<file path="src/rtl/stopwatch_pkg.sv">
// Shared encodings and limits for the stopwatch run-control and minutes datapath.
package stopwatch_pkg;

  typedef enum logic [1:0] {
    ST_IDLE  = 2'b00,
    ST_RUN   = 2'b01,
    ST_PAUSE = 2'b10
  } sw_state_t;

  localparam logic [5:0] SEC_MAX = 6'd59;
  localparam logic [7:0] MIN_MAX = 8'd99;

  // Next seconds value on a tick, wrapping 59 -> 0.
  function automatic logic [5:0] sec_wrap_inc(input logic [5:0] sec);
    return (sec == SEC_MAX) ? 6'd0 : sec + 6'd1;
  endfunction

endpackage

</file>
<file path="src/rtl/stopwatch_tick_gen.sv">
// Prescaler dividing clk into one-second ticks; holds its count while en is low.
module stopwatch_tick_gen #(
  parameter int TICKS_PER_SEC = 1
) (
  input  logic clk,
  input  logic rst_n,
  input  logic en,
  input  logic clr,
  output logic tick
);

  generate
    if (TICKS_PER_SEC == 1) begin : g_direct
      // Every enabled cycle is a full second, so there is no state to keep.
      logic unused_inputs;
      assign unused_inputs = &{1'b0, clk, rst_n, clr};
      assign tick = en;
    end else begin : g_presc
      localparam int W = $clog2(TICKS_PER_SEC);
      localparam logic [W-1:0] PRESC_MAX = W'(TICKS_PER_SEC - 1);

      logic [W-1:0] presc_reg;
      logic [W-1:0] presc_next;

      assign tick = en && (presc_reg == PRESC_MAX);

      always_comb begin
        presc_next = presc_reg;
        if (clr) begin
          presc_next = '0;
        end else if (en) begin
          presc_next = (presc_reg == PRESC_MAX) ? '0 : presc_reg + W'(1);
        end
      end

      always_ff @(posedge clk or negedge rst_n) begin
        if (!rst_n) begin
          presc_reg <= '0;
        end else begin
          presc_reg <= presc_next;
        end
      end
    end
  endgenerate

endmodule

</file>
<file path="src/rtl/stopwatch_ctrl.sv">
// Stopwatch run-control: IDLE/RUNNING/PAUSED sequencer, seconds counter and
// same-cycle increment/clear requests for the external minutes counter.
module stopwatch_ctrl
  import stopwatch_pkg::*;
#(
  parameter int TICKS_PER_SEC = 1
) (
  input  logic       clk,
  input  logic       rst_n,
  input  logic       start,
  input  logic       stop,
  input  logic       reset,
  output logic       minutes_inc,
  output logic       minutes_clr,
  output logic [5:0] seconds,
  output logic [1:0] state,
  output logic       running
);

  sw_state_t  state_reg;
  sw_state_t  state_next;
  logic [5:0] seconds_reg;
  logic [5:0] seconds_next;
  logic       cnt_en;
  logic       tick;

  // stop in the same cycle as a tick drops that tick rather than counting it.
  assign cnt_en = (state_reg == ST_RUN) && !stop && !reset;

  stopwatch_tick_gen #(
    .TICKS_PER_SEC(TICKS_PER_SEC)
  ) u_tick_gen (
    .clk  (clk),
    .rst_n(rst_n),
    .en   (cnt_en),
    .clr  (reset),
    .tick (tick)
  );

  always_comb begin
    state_next = state_reg;
    if (reset) begin
      state_next = ST_IDLE;
    end else begin
      case (state_reg)
        ST_IDLE:  if (start && !stop) state_next = ST_RUN;
        ST_RUN:   if (stop) state_next = ST_PAUSE;
        ST_PAUSE: if (start && !stop) state_next = ST_RUN;
        default:  state_next = ST_IDLE;
      endcase
    end
  end

  always_comb begin
    seconds_next = seconds_reg;
    if (reset) begin
      seconds_next = 6'd0;
    end else if (tick) begin
      seconds_next = sec_wrap_inc(seconds_reg);
    end
  end

  always_ff @(posedge clk or negedge rst_n) begin
    if (!rst_n) begin
      state_reg   <= ST_IDLE;
      seconds_reg <= 6'd0;
    end else begin
      state_reg   <= state_next;
      seconds_reg <= seconds_next;
    end
  end

  // tick already excludes reset, so a clear at the 59 wrap never also increments.
  assign minutes_inc = tick && (seconds_reg == SEC_MAX);
  assign minutes_clr = reset;

  assign seconds = seconds_reg;
  assign state   = state_reg;
  assign running = (state_reg == ST_RUN);

endmodule
</file>
<file path="config.mk">
export PLATFORM = sky130hd
export DESIGN_NAME = stopwatch_ctrl
export DESIGN_NICKNAME = d
export VERILOG_FILES = /design/src/rtl/stopwatch_pkg.sv /design/src/rtl/stopwatch_tick_gen.sv /design/src/rtl/stopwatch_ctrl.sv
export SDC_FILE = /design/constraint.sdc
export NUM_CORES = 1
export LEC_CHECK = 0
export CAP_MARGIN = 20
export CORE_AREA = 5 5 42 44
export DETAILED_ROUTE_END_ITERATION = 16
export DIE_AREA = 0 0 47 49
export SLEW_MARGIN = 20
export SYNTH_ARGS = -nofsm -noshare
export SYNTH_HDL_FRONTEND = slang
export SYNTH_HIERARCHICAL = 1
export SYNTH_SLANG_ARGS = --single-unit
</file>
<file path="constraint.sdc">
create_clock -name clk -period 1.7 [get_ports clk]
set_input_delay 0.34 -clock clk [delete_from_list [all_inputs] [get_ports clk]]
set_output_delay 0.34 -clock clk [all_outputs]
set_load 0.01 [all_outputs]
</file>
Word-level counts from Yosys, hierarchy flattened
Index checks and enable logic that the tools add are counted.
{"block": "totals", "out_inout_bits": 11, "inputBits": 5, "word_cells": 25, "ff_bits": 8}
{"block": "classes", "reduce_logical": 10, "mux": 7, "n_addsub": 1, "eq_ne": 5}
{"operator": "6-bit 2-to-1 mux", "n": 3}
{"operator": "6-bit by 1-bit adder with 6-bit output (second input constant)", "n": 1}
{"operator": "6-bit == test (second input constant)", "n": 1}
{"operator": "2-bit 2-to-1 mux", "n": 3}
{"operator": "1-bit logical AND", "n": 4}
{"operator": "2-bit case mux with 2 select lines", "n": 1}
{"operator": "3-bit by 1-bit inequality test with 1-bit output (second input constant)", "n": 1}
{"operator": "3-bit inequality test (second input constant)", "n": 1}
{"operator": "2-bit by 1-bit == test with 1-bit output (second input constant)", "n": 1}
{"operator": "2-bit == test (second input constant)", "n": 1}
{"operator": "1-bit logical NOT", "n": 2}
{"operator": "2-bit logical NOT", "n": 1}
{"operator": "2-bit AND reduction", "n": 1}
{"operator": "2-bit nonzero test", "n": 1}
{"operator": "2-bit OR reduction", "n": 1}

Depth between registers and ports, before layout
{"block": "depth", "ltp_word": 5, "depth_mapped": 6}

Hierarchy
The synthesis kept the hierarchy.
{"mod": "stopwatch_ctrl", "area_per_inst_um2": 434.2, "cells_per_inst": 47, "instances": 1}
{"mod": "stopwatch_tick_gen", "area_per_inst_um2": 7.5, "cells_per_inst": 1, "instances": 1}

Least setup slack after synthesis
Ideal clock, no wire load.
{"block": "synth_timing", "path_kind": "flip-flop to flip-flop", "start": "register state_reg[0], in the netlist state[0]", "end": "register seconds_reg[5], in the netlist seconds[5]", "stages_incl_launch_ff": 7, "setup_ps": 80, "setup_slack_ps": 195, "required_ps": 1620, "arrival_time_ps": 1425, "path_buffers": 1, "path_cell_list": "dfrtp_1 inv_1 nor4_1 buf_4 nand2b_1 or4_1 o211ai_2"}
{"block": "synth_via", "elab_chain_cells": 4}
{"element": "start, declared", "line": "stopwatch_ctrl.sv:20", "rtl": "sw_state_t state_reg;"}
{"element": "start signal, assigned", "line": "stopwatch_ctrl.sv:68", "rtl": "state_reg <= state_next;"}
{"element": "2-bit by 1-bit == test with 1-bit output", "line": "stopwatch_ctrl.sv:28", "rtl": "assign cnt_en = (state_reg == ST_RUN) && !stop && !reset;"}
{"element": "1-bit logical AND (2 in a row)", "line": "stopwatch_ctrl.sv:28"}
{"element": "named net cnt_en", "line": "stopwatch_ctrl.sv:24", "rtl": "logic cnt_en;"}
{"element": "2-bit nonzero test (no source line)"}
{"element": "end signal, assigned", "line": "stopwatch_ctrl.sv:69", "rtl": "seconds_reg <= seconds_next;"}
{"element": "end, declared", "line": "stopwatch_ctrl.sv:22", "rtl": "logic [5:0] seconds_reg;"}
The timed path passes the listed nets, and every way through them passes these cells.
A chain may end at the register's enable or synchronous reset.

Final worst setup path
{"block": "layout_timing", "start": "register seconds_reg[3], in the netlist seconds[3]", "end": "output port seconds[3]"}
{"element": "end, declared", "line": "stopwatch_ctrl.sv:15", "rtl": "output logic [5:0] seconds,"}
No word-level cell between the ends.

==> impl_metrics.tcl <==
set metrics [dict create \
    run_status "finished, final reports clean" \
    area_growth_pct 71.4 \
    cts_made_buffers 3 \
    nets 88 \
    yosysWarnings 6 \
    r2r-end "seconds[3]" \
    tightest_slew_ps 377 \
    skew_ps 0.650 \
    endpoint_kind "output port" \
    pwr-share-clk 0.289 \
    power_frac_comb 0.270 \
    finalCritPeriodShare 0.946 \
    core_mm2 0.00140 \
    place_area_um2 694 \
    synthTopCellsByArea "dfrtp_1 45%, nand2_1 7.6%, nand2b_1 4.2%, nand3_1 3.4%, buf_4 3.4%" \
    fin_area_um2 757 \
    pwr-share-seq 0.441 \
    period_needed_ps 1610 \
    criticalPathCategory "flip-flop to output port" \
    finalHoldViolations 0 \
    htreeDepth 1 \
    dp.cells 90 \
    fp.dieH_um 49 \
    clk_latency_ps 250 \
    drive_above_1_share 0.338 \
    gp_congestion 0.753 \
    hold-worst-slack_ps 377 \
    startpoint_type "flip-flop" \
    wl_per_cell_um 12.5 \
    r2r_start "state[0]" \
    largest_reg_flops 6 \
    dr.pass1.iters 4 \
    antenna_found_initial 0 \
    rsz0062_at_grt "true" \
    powerDensity_mw_per_mm2 635 \
    synth_cells 48 \
    tns_ps 0 \
    drc 0 \
    die_area_mm2 0.00230 \
    drtIter0Drc 4 \
    path_max_fanout 6 \
    die_w_um 47 \
    hpwl_um 916 \
    synth.distinct_cells 23 \
    synth_common_cells "9 x nand2_1, 8 x dfrtp_1, 3 x nand2b_1, 3 x nand3_1" \
    groute.usage.overall 0.123 \
    antennaDiodeCount 0 \
    yosysTopAreaCellShare 0.453 \
    synth_seq_cells 8 \
    clkTransAtPathRegs_ps 50 \
    grt_max_degree 9 \
    root_buffer "clkbuf_4" \
    rows 14 \
    leakage_nw 0.371 \
    cts_tree "done" \
    synth-main-ff-cell "dfrtp_1" \
    cap_violations 0 \
    p_int_uw 356 \
    finalWirelength_um 1200 \
    port_buffers 15 \
    num_vias 476 \
    clkSinkCount 8 \
    avgViaCountPerCell 4.96 \
    swShare 0.259 \
    synthMostInstantiatedCell "nand2_1" \
    fillers 140 \
    cts.path.max_buffers 2 \
    grt_pass1_vias 470 \
    ys_seq_area_frac 0.453 \
    final_antenna_net_count 0 \
    syn-mean-instance-area_um2 9.20 \
    arrival_ps 1270 \
    hold_path.class "primary input to async pin" \
    slew_violations 0 \
    async_flop_share 1.00 \
    peakVddDrop_mv 0.558 \
    fin_cells 96 \
    grt_first_pass_wirelength_um 2040 \
    max_freq_mhz 622 \
    multi_input_area_um2 248 \
    fin_total_pwr_uw 480 \
    synth-edff-count 0 \
    maxSlewHeadroom 0.748 \
    critPathRequiredTime_ps 1360 \
    p_sw_uw 124 \
    synth_area_um2 442 \
    syn_nets 54 \
    seqCellArea_um2 200 \
    reg2regPathDepth 7 \
    start_util 0.315 \
    setup_viol 0 \
    synth_top_area_cell "dfrtp_1" \
    overflow 0 \
    rrSetupSlack_ps 120 \
    num_io_pins 16 \
]
-- layout by cell type (no fill, tap or decap) --
master,count
nand2b_4,1
nor4_4,1
clkdlybuf4s15_1,1
clkbuf_4,3
clkbuf_2,1
inv_2,1
ha_1,1
or3_2,1
or4_1,1
buf_4,16
nor3_1,1
nand2b_1,2
dlygate4sd2_1,2
dlymetal6s2s_1,2
mux2i_1,1
buf_2,1
o211ai_1,2
nor2b_2,1
a21oi_1,2
nand3b_1,1
nor2_1,2
and4b_1,1
nand3_1,3
a21o_1,1
clkdlybuf4s50_1,8
or3_1,1
o31ai_1,1
nor2b_1,1
nand2_1,9
o21ai_0,2
dfrtp_1,8
o211ai_2,1
-- final cells by class --
class / instances / area share
Timing Repair Buffer: 31 / 0.347
Multi-Input combinational cell: 37 / 0.327
Sequential cell: 8 / 0.264
Clock buffer: 3 / 0.0298
Tap cell: 16 / 0.0264
Inverter: 1 / 0.00496
-- metal layers --
metal | part of all wire | GRT usage | up-vias
met5 | 0 | 0 | -
met4 | 0.0083 | 0.0276 | 0
met2 | 0.52 | 0.195 | 13
met3 | 0.057 | 0.0701 | 2
li1 | - | - | 236
met1 | 0.41 | 0.139 | 225
-- power groups by stage --
stage          Clock [mW]  Sequential, mW  Combinational (mW)
2_1_floorplan           0           0.228              0.0311
4_1_cts             0.148           0.212               0.129
3_5_place_dp            0           0.214               0.128
6_report            0.139           0.212               0.130
5_1_grt             0.165           0.213               0.141
3_3_place_gp            0           0.213               0.126
-- through the flow --
| step | utilization | worst slack, ps |
|---|---|---|
| after floorplan | - | 195 |
| final | 0.540 | 91.3 |
| after detailed placement | 0.496 | -510 |
| after CTS | 0.536 | -27.9 |
| after global placement | 0.496 | -504 |
| after global routing | 0.540 | -40.0 |
-- cells by family after synthesis --
logic type	share of synthesized area
adders and majority gates	0.0283
muxes	0.0227
AOI/OAI and AO/OA	0.142
and+or+nand+nor	0.312
buffers and inverters	0.0425
DFF	0.453
-- critical path, cell delays in order, from the launching register on --
cell and delay (ps):
dfrtp_1 350, buf_4 140, clkdlybuf4s50_1 530
-- how the worst max path moves through the flow --
stage	from	to	slack [ps]	depth (start not counted)
3_5_place_dp	stop	minutes_inc	-510	5
2_1_floorplan	state[0]	seconds[5]	190	6
6_report	seconds[3]	seconds[3]	90	2
3_3_place_gp	stop	minutes_inc	-500	5
5_1_grt	state[0]	minutes_inc	-40	5
4_1_cts	state[1]	minutes_inc	-30	4
-- repair_timing --
item                                   4_1_cts  5_1_grt
buffers inserted                             6        1
endpoints found under the hold margin        0        0
resized for setup                           10        8
hold buffers                                 0        0
setup endpoints to repair                    4        5
pin swaps                                    2        3
Note: power is estimated with default switching activity, not from simulation.
